**src/rtl/cache_ctrl_2way.sv**
```systemverilog
// Controller for a 2-way set-associative, write-through, one-word-per-line cache with synchronous-read RAMs.
// Define CACHE_STATS_EN to enable the saturating hit/miss counters; otherwise both counters read as zero.
module cache_ctrl_2way #(
  parameter int AWIDTH = 3,
  parameter int TWIDTH = 13,
  parameter int DWIDTH = 32
) (
  input  logic                     clock,
  input  logic                     reset,
  input  logic                     req_valid,
  input  logic                     req_we,
  input  logic [AWIDTH+TWIDTH-1:0] req_addr,
  input  logic [DWIDTH-1:0]        req_wdata,
  output logic                     req_ready,
  output logic                     resp_valid,
  output logic [DWIDTH-1:0]        resp_rdata,
  output logic                     mem_req,
  output logic                     mem_we,
  output logic [AWIDTH+TWIDTH-1:0] mem_addr,
  output logic [DWIDTH-1:0]        mem_wdata,
  input  logic                     mem_ack,
  input  logic [DWIDTH-1:0]        mem_rdata,
  output logic [AWIDTH-1:0]        ram_addr,
  output logic [DWIDTH-1:0]        data_din,
  output logic                     d0_we,
  output logic                     d1_we,
  input  logic [DWIDTH-1:0]        d0_dout,
  input  logic [DWIDTH-1:0]        d1_dout,
  output logic [TWIDTH:0]          tag_din,
  output logic                     t0_we,
  output logic                     t1_we,
  input  logic [TWIDTH:0]          t0_dout,
  input  logic [TWIDTH:0]          t1_dout,
  output logic [15:0]              hit_count,
  output logic [15:0]              miss_count
);
  localparam int SETS = 1 << AWIDTH;
  localparam int MAW  = AWIDTH + TWIDTH;

  typedef enum logic [1:0] {IDLE, COMPARE, FILL, WMEM} state_t;

  state_t              state_q, state_d;
  logic [MAW-1:0]      addr_q, addr_d;
  logic                we_q, we_d;
  logic [DWIDTH-1:0]   wdata_q, wdata_d;
  logic                victim_q, victim_d;
  logic [SETS-1:0]     lru_q, lru_d;
  logic                mem_req_q, mem_req_d;
  logic                mem_we_q, mem_we_d;
  logic [MAW-1:0]      mem_addr_q, mem_addr_d;
  logic [DWIDTH-1:0]   mem_wdata_q, mem_wdata_d;

  logic [AWIDTH-1:0]   idx;
  logic [TWIDTH-1:0]   tag;
  logic                hit0, hit1, hit;

  assign idx  = addr_q[AWIDTH-1:0];
  assign tag  = addr_q[MAW-1:AWIDTH];
  // Way 0 wins if both ways ever claim the line.
  assign hit0 = t0_dout[TWIDTH] && (t0_dout[TWIDTH-1:0] == tag);
  assign hit1 = !hit0 && t1_dout[TWIDTH] && (t1_dout[TWIDTH-1:0] == tag);
  assign hit  = hit0 | hit1;

  assign mem_req   = mem_req_q;
  assign mem_we    = mem_we_q;
  assign mem_addr  = mem_addr_q;
  assign mem_wdata = mem_wdata_q;

  always_comb begin
    state_d     = state_q;
    addr_d      = addr_q;
    we_d        = we_q;
    wdata_d     = wdata_q;
    victim_d    = victim_q;
    lru_d       = lru_q;
    mem_req_d   = mem_req_q;
    mem_we_d    = mem_we_q;
    mem_addr_d  = mem_addr_q;
    mem_wdata_d = mem_wdata_q;
    req_ready   = 1'b0;
    resp_valid  = 1'b0;
    resp_rdata  = '0;
    ram_addr    = idx;
    data_din    = wdata_q;
    tag_din     = {1'b1, tag};
    d0_we       = 1'b0;
    d1_we       = 1'b0;
    t0_we       = 1'b0;
    t1_we       = 1'b0;
    case (state_q)
      IDLE: begin
        req_ready = 1'b1;
        ram_addr  = req_addr[AWIDTH-1:0];
        if (req_valid) begin
          addr_d  = req_addr;
          we_d    = req_we;
          wdata_d = req_wdata;
          state_d = COMPARE;
        end
      end
      COMPARE: begin
        if (we_q) begin
          state_d     = WMEM;
          mem_req_d   = 1'b1;
          mem_we_d    = 1'b1;
          mem_addr_d  = addr_q;
          mem_wdata_d = wdata_q;
          if (hit) begin
            d0_we      = hit0;
            d1_we      = hit1;
            lru_d[idx] = hit0;
          end
        end else if (hit) begin
          resp_valid = 1'b1;
          resp_rdata = hit0 ? d0_dout : d1_dout;
          lru_d[idx] = hit0;
          state_d    = IDLE;
        end else begin
          state_d    = FILL;
          mem_req_d  = 1'b1;
          mem_we_d   = 1'b0;
          mem_addr_d = addr_q;
          victim_d   = !t0_dout[TWIDTH] ? 1'b0 :
                       (!t1_dout[TWIDTH] ? 1'b1 : lru_q[idx]);
        end
      end
      FILL: begin
        data_din = mem_rdata;
        if (mem_ack) begin
          d0_we      = !victim_q;
          d1_we      = victim_q;
          t0_we      = !victim_q;
          t1_we      = victim_q;
          resp_valid = 1'b1;
          resp_rdata = mem_rdata;
          lru_d[idx] = !victim_q;
          mem_req_d  = 1'b0;
          state_d    = IDLE;
        end
      end
      WMEM: begin
        if (mem_ack) begin
          resp_valid = 1'b1;
          mem_req_d  = 1'b0;
          mem_we_d   = 1'b0;
          state_d    = IDLE;
        end
      end
      default: state_d = IDLE;
    endcase
    // A reset cycle aborts any completion: no RAM update and no response.
    if (reset) begin
      d0_we      = 1'b0;
      d1_we      = 1'b0;
      t0_we      = 1'b0;
      t1_we      = 1'b0;
      resp_valid = 1'b0;
      resp_rdata = '0;
    end
  end

  always_ff @(posedge clock) begin
    if (reset) begin
      state_q     <= IDLE;
      we_q        <= 1'b0;
      victim_q    <= 1'b0;
      lru_q       <= '0;
      mem_req_q   <= 1'b0;
      mem_we_q    <= 1'b0;
      mem_addr_q  <= '0;
      mem_wdata_q <= '0;
    end else begin
      state_q     <= state_d;
      we_q        <= we_d;
      victim_q    <= victim_d;
      lru_q       <= lru_d;
      mem_req_q   <= mem_req_d;
      mem_we_q    <= mem_we_d;
      mem_addr_q  <= mem_addr_d;
      mem_wdata_q <= mem_wdata_d;
    end
    addr_q  <= addr_d;
    wdata_q <= wdata_d;
  end

`ifdef CACHE_STATS_EN
  logic [15:0] hit_count_q, hit_count_d;
  logic [15:0] miss_count_q, miss_count_d;

  function automatic logic [15:0] sat_inc(input logic [15:0] v);
    return (v == 16'hFFFF) ? v : v + 16'd1;
  endfunction

  always_comb begin
    hit_count_d  = hit_count_q;
    miss_count_d = miss_count_q;
    if (state_q == COMPARE) begin
      if (hit) hit_count_d  = sat_inc(hit_count_q);
      else     miss_count_d = sat_inc(miss_count_q);
    end
  end

  always_ff @(posedge clock) begin
    if (reset) begin
      hit_count_q  <= '0;
      miss_count_q <= '0;
    end else begin
      hit_count_q  <= hit_count_d;
      miss_count_q <= miss_count_d;
    end
  end

  assign hit_count  = hit_count_q;
  assign miss_count = miss_count_q;
`else
  assign hit_count  = '0;
  assign miss_count = '0;
`endif

endmodule

```
**config.mk**
```make
export PLATFORM = sky130hd
export DESIGN_NAME = cache_ctrl_2way
export DESIGN_NICKNAME = d
export VERILOG_FILES = /design/src/rtl/cache_ctrl_2way.sv
export SDC_FILE = /design/constraint.sdc
export NUM_CORES = 1
export LEC_CHECK = 0
export ABC_CLOCK_PERIOD_IN_PS = 3650
export BUFFER_PORTS_ARGS = -buffer_cell sky130_fd_sc_hd__buf_4
export CORE_AREA = 3 3 134 136
export CTS_CLUSTER_DIAMETER = 40
export DETAILED_ROUTE_END_ITERATION = 8
export DIE_AREA = 0 0 137 139
export PLACE_DENSITY = 0.7
export SLEW_MARGIN = 20
export SYNTH_ARGS = -nofsm -noshare
export SYNTH_HDL_FRONTEND = slang
export SYNTH_SLANG_ARGS = --single-unit
```
**constraint.sdc**
```tcl
create_clock -name clock -period 3.65 [get_ports clock]
set_clock_uncertainty 0.05 [all_clocks]
set_input_delay 0.365 -clock clock [delete_from_list [all_inputs] [get_ports clock]]
set_output_delay 0.365 -clock clock [all_outputs]
set_load 0.01 [all_outputs]
```
==> results.py <==
metrics = {
    "grt": {
        "grt_pass1_wl_um": 29600,
        "first_global_vias": 5323,
        "grt_use_total_pct": 20.4,
        "grt_start_max_net_pins": 86,
        "grt_remaining_overflow": 0,
        "antenna_found_initial": 0,
    },
    "synth": {
        "yosysWarnings": 0,
        "synth_top_cell_area_share_pct": 24.2,
        "postSynthCellCount": 620,
        "seq_area_frac_synth_pct": 45.0,
        "synth_top_cells_by_count": "nand2_1, dfxtp_1, mux2i_1, edfxtp_1, buf_4",
        "synth_compound_area_share_pct": 9.52,
        "synth_top_family_by_area": "multiplexers",
        "ys_ff_latch": 110,
        "synth_cell_types": 43,
        "ys_top_cells_by_area": "edfxtp_1, dfxtp_1, mux2i_1, nand2_1, mux2_2",
        "synthArstFlopShare_pct": 0,
        "avgSynthCellArea_sq_um": 9.62,
        "synth_xor_area_share_pct": 3.82,
        "ys.flop_type": "dfxtp_1",
        "synth_edf_count": 48,
        "synth.most_common_cell": "nand2_1",
        "yosysTopAreaCell": "edfxtp_1",
        "synth_adder_area_share_pct": 0.839,
        "muxShareOfSynthArea_pct": 16.2,
        "synth-simple-area-share_pct": 15.7,
        "syn_area_sq_um": 5970,
    },
    "worst_setup_path": {
        "r2r_end": "mem_addr[6]",
        "r2r_slack_ns": 0.81,
        "endpoint": "resp_rdata[31]",
        "cp-start-kind": "flop",
        "worstRegToRegCells": 7,
        "end_kind": "output port",
        "cp.required_ns": 3.23,
        "cp.arrival_ns": 3.01,
        "worstReg2RegStart": "addr_q[8]",
        "critPathLaunch": "addr_q[8]",
        "setup.worst_path.class": "flop to output port",
        "path_max_fanout": 24,
    },
    "run": {
        "max-cap-violations": 0,
    },
    "clocking": {
        "cts_inserted_buffers": 9,
        "clk_latency_ns": 0.35,
        "clock-root-buffer": "clkbuf_16",
        "clock-sinks": 110,
        "cts.clk_slew.worst_paths_ns": 0.07,
        "cts_max_path_buffers": 2,
        "htreeDepth": 3,
        "cts_tree": "yes",
    },
    "floorplanning": {
        "dieArea_sq_um": 19000,
        "start_util_pct": 35.0,
        "die_h_um": 139,
        "num_io_pins": 346,
        "die_x_um": 137,
        "coreArea_sq_um": 17100,
        "rows": 48,
    },
    "route": {
        "dr.pass1.iters": 4,
        "vias": 5378,
        "drc": 0,
        "via_per_inst": 4.76,
        "finalWirelength_um": 20100,
        "wl_per_cell_um": 17.8,
        "drt_iter0_markers": 200,
        "ant_nets": 0,
    },
    "sta": {
        "timing.fmax_mhz": 292,
        "layout_setup_ws_ns": 0.227,
        "setup_tns_ns": 0,
        "hold_violations": 0,
        "slew_headroom_pct": 28.2,
        "drv_slew": 0,
        "setup_viol": 0,
        "layout_min_cycle_time_ns": 3.42,
        "post-route-period-util_pct": 93.8,
        "rsz0062_at_grt": "false",
        "tightest_slew_ns": 1.08,
    },
    "power_and_ir_drop": {
        "power_per_cell_area_nw_per_um2": 434,
        "irDropWorstVdd_mv": 0.271,
        "power.total_mw": 3.74,
        "p_leak_nw": 3.54,
    },
    "finish": {
        "layout-drive-gt1-share_pct": 41.8,
        "diodes": 0,
        "post-route-util_pct": 50.5,
        "area_growth_pct": 44.5,
        "nNetsFinal": 1082,
    },
    "worst_hold_path": {
        "min_path_type": "input pin to flop",
    },
    "placement": {
        "globalplace.congestion": 0.867,
        "io_buffers": 312,
        "place_ws_ns": 0.515,
        "dp_hpwl_um": 15600,
    },
    "outcome": {
        "status": "completed",
    },
}
registers in the layout, summed over array words and instances (netlist names):
register / count
mem_wdata: 32
wdata_q: 32
addr_q: 16
mem_addr: 16
lru_q: 8
state_q: 2
mem_req: 1
mem_we: 1
victim_q: 1
we_q: 1
per-stage QoR:
step,hold WS (ns),cells,area [sq um]
floorplan,0.394,651,6080
global placement,0.393,1115,8290
detailed placement,0.397,1115,8290
CTS,0.114,1131,8620
global route,0.110,1131,8620
finish,0.131,1131,8620
power by group:
group,switching [mW],internal [mW]
registers,0.118,1.45
clock network,0.456,0.605
logic,0.546,0.559
total,1.12,2.62
cell families after synthesis:
family	Yosys count
AO/OA/AOI/OAI	101
XOR/XNOR	26
adder cells (fa/ha/maj)	4
buffers and inverters	88
flip-flops	110
multiplexers	92
other	2
AND/OR/NAND/NOR	197
worst max-delay path: stages, from the launching register on:
cell and delay [ns]:
edfxtp_1 0.48, xnor2_1 0.19, nand4_1 0.20, nor4_4 0.35
buf_4 0.33, buf_6 0.34, mux2i_1 0.38, o21ai_1 0.18
buf_4 0.18
layout by cell type, fill, tap and decap left out, drive strengths merged, types with 4 or more instances in the layout:
master,n
ha,4
buf,322
a21oi,43
nand2b,44
mux2,35
nand4,10
inv,6
clkbuf,9
xnor2,26
nand3,4
conb,33
o41ai,4
dfxtp,62
nand2,107
clkinv,4
o21ai,37
edfxtp,48
mux2i,57
nor2,16
repair_timing:
item / 4_1_cts / 5_1_grt
hold endpoints to repair: 0 / 0
buffers inserted: 0 / 0
endpoints found under the setup margin: 0 / 1
gates resized for setup: 0 / 1
hold buffers: 0 / 0
cell type report:
cell class	count	area, sq um
multi-input combinational	453	2890
tap	225	282
clock inverter	7	97.6
sequential	110	2680
clock buffer	9	225
timing repair buffer	322	2420
fill	1629	8440
inverter	5	18.8
worst min path at each step:
stage	startpoint	to	slack, ns	cells past startpoint
CTS	req_wdata[8]	wdata_q[8]	0.11	1
floorplan	lru_q[1]	lru_q[1]	0.39	2
global placement	mem_wdata[14]	mem_wdata[14]	0.39	2
detailed placement	mem_wdata[16]	mem_wdata[16]	0.40	2
global route	req_wdata[10]	wdata_q[10]	0.11	1
finish	req_wdata[6]	wdata_q[6]	0.13	1
metal layers:
| layer | part of all wire [%] | global-route usage, % | vias to the layer above |
|---|---|---|---|
| li1 | - | - | 2625 |
| met1 | 42 | 26.0 | 2506 |
| met2 | 50 | 34.4 | 233 |
| met3 | 7.5 | 5.19 | 14 |
| met4 | 1.1 | 4.88 | 0 |
| met5 | 0 | 0 | - |
No activity file was read; power rests on OpenSTA's default activity.
